--- src/rtl/fpga_robots_game_tm_arbiter.sv ---
// fpga_robots_game_tm_arbiter: round-robin tile map port arbiter with atomic lock and starvation override
module fpga_robots_game_tm_arbiter #(
  parameter int LOCK_MAX = 64
) (
  input  logic        clk,
  input  logic        rst,
  input  logic        a_req,
  input  logic [12:0] a_adr,
  input  logic [7:0]  a_wrt,
  input  logic        a_wen,
  input  logic        a_lock,
  output logic        a_ack,
  output logic        a_rvalid,
  output logic [7:0]  a_rdata,
  input  logic        b_req,
  input  logic [12:0] b_adr,
  input  logic [7:0]  b_wrt,
  input  logic        b_wen,
  input  logic        b_lock,
  output logic        b_ack,
  output logic        b_rvalid,
  output logic [7:0]  b_rdata,
  output logic [12:0] tm_adr,
  output logic [7:0]  tm_wrt,
  output logic        tm_wen,
  input  logic [7:0]  tm_red,
  output logic        lock_ovf
);
  typedef enum logic [1:0] {NONE, OWN_A, OWN_B} owner_t;
  localparam logic [15:0] LMAX = 16'(LOCK_MAX);
  localparam bit OVR = LOCK_MAX != 0;
  owner_t owner, owner_nxt;
  logic pri_b;
  logic [15:0] a_cnt, b_cnt, a_cnt_nxt, b_cnt_nxt;
  logic a_el, b_el, a_blk, b_blk, a_frc, b_frc, a_ok, b_ok, gnt_a, gnt_b;
  logic [1:0] p_v, p_id;
  always_comb begin
    a_el = a_req & ~a_ack;
    b_el = b_req & ~b_ack;
    a_blk = (owner == OWN_B) & b_lock;
    b_blk = (owner == OWN_A) & a_lock;
    a_frc = OVR & a_el & a_blk & (a_cnt == LMAX);
    b_frc = OVR & b_el & b_blk & (b_cnt == LMAX);
    a_ok = a_el & (~a_blk | a_frc);
    b_ok = b_el & (~b_blk | b_frc);
    gnt_a = a_frc | (a_ok & ~b_frc & (~b_ok | ~pri_b));
    gnt_b = b_ok & ~gnt_a;
    owner_nxt = gnt_a ? OWN_A : gnt_b ? OWN_B : owner;
    a_cnt_nxt = (gnt_a | ~a_el) ? 16'd0 : (a_blk & (a_cnt != 16'hFFFF)) ? a_cnt + 16'd1 : a_cnt;
    b_cnt_nxt = (gnt_b | ~b_el) ? 16'd0 : (b_blk & (b_cnt != 16'hFFFF)) ? b_cnt + 16'd1 : b_cnt;
  end
  always_ff @(posedge clk) owner <= rst ? NONE : owner_nxt;
  always_ff @(posedge clk) begin
    if (rst) begin
      pri_b <= 1'b0;
      a_cnt <= '0;
      b_cnt <= '0;
      lock_ovf <= 1'b0;
      tm_adr <= '0;
      tm_wrt <= '0;
      tm_wen <= 1'b0;
      a_ack <= 1'b0;
      b_ack <= 1'b0;
      p_v <= '0;
      p_id <= '0;
      a_rvalid <= 1'b0;
      b_rvalid <= 1'b0;
      a_rdata <= '0;
      b_rdata <= '0;
    end else begin
      pri_b <= gnt_a ? 1'b1 : gnt_b ? 1'b0 : pri_b;
      a_cnt <= a_cnt_nxt;
      b_cnt <= b_cnt_nxt;
      lock_ovf <= lock_ovf | a_frc | b_frc;
      a_ack <= gnt_a;
      b_ack <= gnt_b;
      tm_wen <= gnt_a ? a_wen : gnt_b & b_wen;
      if (gnt_a | gnt_b) begin
        tm_adr <= gnt_a ? a_adr : b_adr;
        tm_wrt <= gnt_a ? a_wrt : b_wrt;
      end
      p_v <= {p_v[0], gnt_a | gnt_b};
      p_id <= {p_id[0], gnt_b};
      a_rvalid <= p_v[1] & ~p_id[1];
      b_rvalid <= p_v[1] & p_id[1];
      if (p_v[1] & ~p_id[1]) a_rdata <= tm_red;
      if (p_v[1] & p_id[1]) b_rdata <= tm_red;
    end
  end
endmodule

--- config.mk ---
export PLATFORM = sky130hd
export DESIGN_NAME = fpga_robots_game_tm_arbiter
export DESIGN_NICKNAME = d
export VERILOG_FILES = /design/src/rtl/fpga_robots_game_tm_arbiter.sv
export SDC_FILE = /design/constraint.sdc
export NUM_CORES = 1
export LEC_CHECK = 0
export BUFFER_PORTS_ARGS = -buffer_cell sky130_fd_sc_hd__clkbuf_2
export CORE_AREA = 2 2 86 88
export DETAILED_ROUTE_END_ITERATION = 8
export DIE_AREA = 0 0 88 90
export PLACE_DENSITY = 0.87
export SYNTH_ARGS = -nofsm -noshare
export SYNTH_HDL_FRONTEND = slang
export SYNTH_SLANG_ARGS = --single-unit
--- constraint.sdc ---
create_clock -name clk -period 3.8 [get_ports clk]
set_clock_uncertainty 0.1 [all_clocks]
set_input_delay 0.76 -clock clk [delete_from_list [all_inputs] [get_ports clk]]
set_output_delay 0.76 -clock clk [all_outputs]
set_load 0.05 [all_outputs]
# Word level (Yosys, flattened, before mapping)
# Index checks and enable logic that the tools add are counted.
# classes
n_lt_le_gt_ge,0
n_bitwise,38
n_addsub,2
n_eq_ne,6
shift,0
reduce_logical,4
multipliers,0
mux,7
div,0
# ops
operator,count
$add A16 B1 Y16 const B,2
$eq A16 B7 Y1 const B,2
$ne A16 B16 Y1 const B,2
$and A1 B1 Y1,18
$mux W13,1
$not A1 Y1,11
$or A1 B1 Y1,9
$mux W8,1
$reduce_or A2 Y1,3
$mux W1,5
$eq A2 B1 Y1 const B,1
$eq A2 B2 Y1 const B,1
$reduce_bool A2 Y1,1
# totals
n_memories,0
elab_cells,74
latch_bits,0
input_bits,58
rom_bits,0
ff_bits,82
mem_bits_rw,0

# Depth between registers and ports, before layout
# depth
ltp_word,14
depth_mapped,9
mapped_depth_nobuf,7

# Worst setup path after synthesis
# Ideal clock, no wire load.
# synth_path
path_type,input -> register
from,input port a_lock
to,register b_cnt[14]
setup_time_ns,0.117
required_ns,3.583
arrival_time_ns,2.070
path_stages,6
path_slack_ns,1.513
path_cell_list,nand3b_1 > clkbuf_1 > or3_1 > or4_1 > xor2_1 > nor2_1
# synth_via
elab_chain_cells,13
word_cells_on_any_way,17
classes_between,bitwise (16); reduce/logical (1)
# synth_rtl
element,line_no,text
from (decl),11,"input logic a_lock,"
$and A1 B1 Y1 (*),41,b_blk = (owner == OWN_A) & a_lock;
$and A1 B1 Y1 (2 in series),43,b_frc = OVR & b_el & b_blk & (b_cnt == LMAX);
$or A1 B1 Y1,45,b_ok = b_el & (~b_blk | b_frc);
$and A1 B1 Y1,45,
$not A1 Y1,46,gnt_a = a_frc | (a_ok & ~b_frc & (~b_ok | ~pri_b));
$or A1 B1 Y1,46,
$and A1 B1 Y1,46,
$or A1 B1 Y1,46,
$not A1 Y1,47,gnt_b = b_ok & ~gnt_a;
$and A1 B1 Y1,47,
$or A1 B1 Y1,50,b_cnt_nxt = (gnt_b | ~b_el) ? 16'd0 : (b_blk & (b_cnt != 16'hFFFF)) ? b_cnt + 16'd1 : b_cnt;
$reduce_or A2 Y1 (no source line),--,
to (signal assigned),73,b_cnt <= b_cnt_nxt;
to (decl),34,"logic [15:0] a_cnt, b_cnt, a_cnt_nxt, b_cnt_nxt;"
# Mark *: on every way between the ends. The rest lies on a longest branch, timed or not.
# A chain may end at the register's enable or synchronous reset.

# Worst setup path in the final report
# layout_path
from,register b_cnt[0]
to,register tm_wrt[4]
# layout_via
elab_chain_cells,11
word_cells_on_any_way,14
classes_between,eq/ne (1); mux (1); bitwise (12)
# layout_rtl
element,line_no,text
$eq A16 B7 Y1 (*),43,
$and A1 B1 Y1 (*),43,
$or A1 B1 Y1,45,
$and A1 B1 Y1,45,
$not A1 Y1,46,
$or A1 B1 Y1,46,
$and A1 B1 Y1,46,
$or A1 B1 Y1,46,
$not A1 Y1,47,
$and A1 B1 Y1,47,
$or A1 B1 Y1,78,if (gnt_a | gnt_b) begin
to (signal assigned),80,tm_wrt <= gnt_a ? a_wrt : b_wrt;
to (decl),24,"output logic [7:0] tm_wrt,"
# Marked as above.

==> out/qor.csv <==
stage,metric,value,unit
power,Total Power,1.85,mW
layout,layout cells sized above 1,0.266,
clock_tree,Post-CTS Resized,0,
yosys,sequential-to-total area share from yosys stat,0.430,
layout,Area Overhead vs Synth,20.2,%
die,die area,7920,um2
yosys,Synth top area share,0.430,
power,cell leakage power,1.65,nW
yosys,Synth cell types,46,
power,P per Cell Area,413,nW/um2
critical_path,crit-path max cell delay,0.85,ns
yosys,Post-Synthesis Cell Area,3730,um2
yosys,prevailing post-synth register cell,dfxtp_1,
outcome,status,"complete, no violations",
yosys,Mapped Cells,442,
clock_tree,worst skew pair latency,0.36,ns
detailed_routing,Antenna Nets Post-Route,0,
sta,Slew HR,0.167,
power,Net Sw Frac,0.311,
critical_path,FF-to-FF setup slack,1.26,ns
detailed_routing,drt drc,0,
power,Seq pwr share,0.486,
global_routing,grt met2 use,0.382,
critical_path,"Data required, critical path",3.97,ns
run,max cap viols,0,
placed_design,Setup WS pre-CTS,1.00,ns
power,Logic pwr share,0.172,
sta,minimum clock period,2.54,ns
critical_path,CP endpoint kind,flip-flop,
global_routing,antenna violations before repair,0,
critical_path,crit start category,flip-flop,
yosys,Syn Nets,504,
sta,unrepaired setup endpoints after global routing,false,
detailed_routing,Via density,5.64,
clock_tree,post-CTS setup buffers,0,
critical_path,WS Path Type,flip-flop to flip-flop,
global_routing,vias in the first global route,3308,
sta,setup TNS,0,ns
sta,worst hold slack,0.340,ns
power,Int Pwr,1.27,mW
die,die width,88,um
die,Initial Util,0.531,
clock_tree,clk slew on worst S/H paths,0.08,ns
die,core region area,7020,um2
critical_path,crit path buf inv count,1,
clock_tree,clock root cell,clkbuf_8,
global_routing,grt ovf,0,
yosys,synthesized flop and latch total,80,
critical_path,"Slowest-stage cell, CP",a21oi_2,
power,VDD IR-drop max,0.233,mV
global_routing,GRT Total Usage,0.231,
detailed_routing,TritonRoute pass-1 iters,5,
critical_path,Critical Path AT,2.71,ns
global_routing,met3 usage,0.0478,
global_routing,first-pass GRT wire length,14700,um
placed_design,Detailed Place HPWL,6440,um
detailed_routing,WL per Instance,14.5,um
sta,actual slew at the worst max-slew pin,1.24,ns
sta,worst setup margin,1.26,ns
clock_tree,clock buffer depth,2,
detailed_routing,First DRT Iteration DRCs,209,
die,io pins,101,
die,DIE HEIGHT,90,um
detailed_routing,vias post-DR,3590,
yosys,Synth area leader,dfxtp_1,
layout,ANT cells,0,
sta,Final Slew Violations,0,
global_routing,largest net degree at the start of global routing,30,
clock_tree,clock buffer count from CTS,9,
sta,Tcrit/Tclk final,0.667,
sta,Setup Viol. Count Final,0,
yosys,Syn Area/Cell,8.43,um2
power,clock share of power,0.342,
placed_design,port bufs,100,
clock_tree,CTS tree,built,
placed_design,Final GP Congestion,0.947,
global_routing,GRT met1 Usage,0.283,
clock_tree,H-tree levels,3,
critical_path,"delay-heaviest family, CP",compound AO/OA/AOI/OAI gates,
die,Rows,31,
clock_tree,Num Clock Sinks,80,
yosys,Yosys warnings,0,
yosys,"FFs w/ async S/R, synth",0,
yosys,largest cells by area after synthesis,"dfxtp_1 43%, nand2_1 8.4%, a311oi_2 6.4%, a21oi_1 6.3%, xnor2_1 5.4%",
yosys,Post-synth EDFFs,0,
sta,Max Freq,394,MHz
hold_path,Hold Path Class,flip-flop to flip-flop,
layout,NumNets Final,594,
clock_tree,# hold bufs at CTS,0,
global_routing,gr busiest metal,met2,
critical_path,sequence of cells on the critical path,inv_1 > ha_1 > and4bb_1 > nand4_1 > a21oi_2 > nand2_1 > a311oi_2,
critical_path,CP Max Fanout,23,
power,Sw Pwr,0.575,mW
detailed_routing,Total Routed Length,9220,um
sta,"Hold Vio Cnt, Final",0,
## power groups by stage
| stage | sequential [mW] | combinational (mW) | clock, mW |
|---|---|---|---|
| after floorplan | 1.02 | 0.129 | 0 |
| after global placement | 0.915 | 0.311 | 0 |
| after detailed placement | 0.916 | 0.318 | 0 |
| after CTS | 0.898 | 0.318 | 0.636 |
| after global routing | 0.902 | 0.338 | 0.675 |
| final | 0.898 | 0.318 | 0.632 |
## cell type report
| class | instances | area (um2) |
|---|---|---|
| fill | 584 | 2540 |
| multi-input combinational | 328 | 1980 |
| sequential | 80 | 1600 |
| timing repair buffer | 106 | 558 |
| clock buffer | 10 | 128 |
| tap | 99 | 124 |
| clock inverter | 6 | 67.6 |
| inverter | 7 | 26.3 |
## per-stage QoR
stage	instance area [um2]	util	cells
detailed placement	4290	0.610	620
finish	4480	0.638	636
global placement	4290	0.610	620
floorplan	3730	-	442
CTS	4480	0.638	636
global route	4480	0.638	636
## layout by cell type (no fill, tap or decap), drive strengths merged, types with 2 or more instances in the layout
cell and count:
clkbuf 110, nand2 83, dfxtp 80, a21oi 48, nor2 39, nand3 23, xnor2 23, a311oi 22
nor3 13, nand4 9, inv 9, nor4 7, a211oi 6, buf 6, nand2b 5, nor2b 4
or4 4, mux2i 4, or3 4, ha 4, nand3b 4, o21ai 4, and2 2, and4 2
and3 2, nor3b 2, xor2 2, clkinvlp 2, o31ai 2, nor4b 2
## sequential cells by signal, summed over array words and instances (netlist names), 2 cells and up
signal,flops
a_cnt,16
a_rdata,8
b_cnt,16
b_rdata,8
p_id,2
p_v,2
tm_adr,13
tm_wrt,8
## cells in the mapped netlist (all sizes together) (2+ instances only)
library cell,instances
nand2,83
dfxtp,80
a21oi,48
nor2,39
nand3,23
xnor2,23
a311oi,22
clkbuf,19
nor3,13
nand4,9
buf,8
inv,7
nor4,7
a211oi,6
nand2b,5
ha,4
mux2i,4
nand3b,4
nor2b,4
o21ai,4
or3,4
or4,4
and2,2
and3,2
and4,2
nor3b,2
nor4b,2
o31ai,2
xor2,2
## per-layer routing
metal | part of all wire | vias to the layer above
met2 | 0.49 | 145
met3 | 0.067 | 18
met1 | 0.43 | 1688
li1 | - | 1739
met5 | 0 | -
met4 | 0.018 | 0
## path summary, 6_finish.rpt
check	start	end	cells after the start
max reg2reg	b_cnt[0]$_SDFFE_PP0P_	tm_wrt[4]$_SDFFE_PP0P_	7
min reg2reg	p_v[0]$_SDFF_PP0_	p_v[1]$_SDFF_PP0_	1
max	b_cnt[0]$_SDFFE_PP0P_	tm_wrt[4]$_SDFFE_PP0P_	7
min	p_v[0]$_SDFF_PP0_	p_v[1]$_SDFF_PP0_	1
## cell families (layout without fill, tap and decap cells)
logic type | count (synthesis) | in the layout | share of synthesized area
adders and majority gates | 4 | 4 | 0.0134
xor gates and xnor gates | 25 | 25 | 0.0588
DFF | 80 | 80 | 0.430
buffers and inverters | 34 | 129 | 0.0416
and+or+nand+nor | 209 | 209 | 0.271
AOI/OAI and AO/OA | 86 | 86 | 0.175
muxes | 4 | 4 | 0.0107
Note: power is estimated with default switching activity, not from simulation.
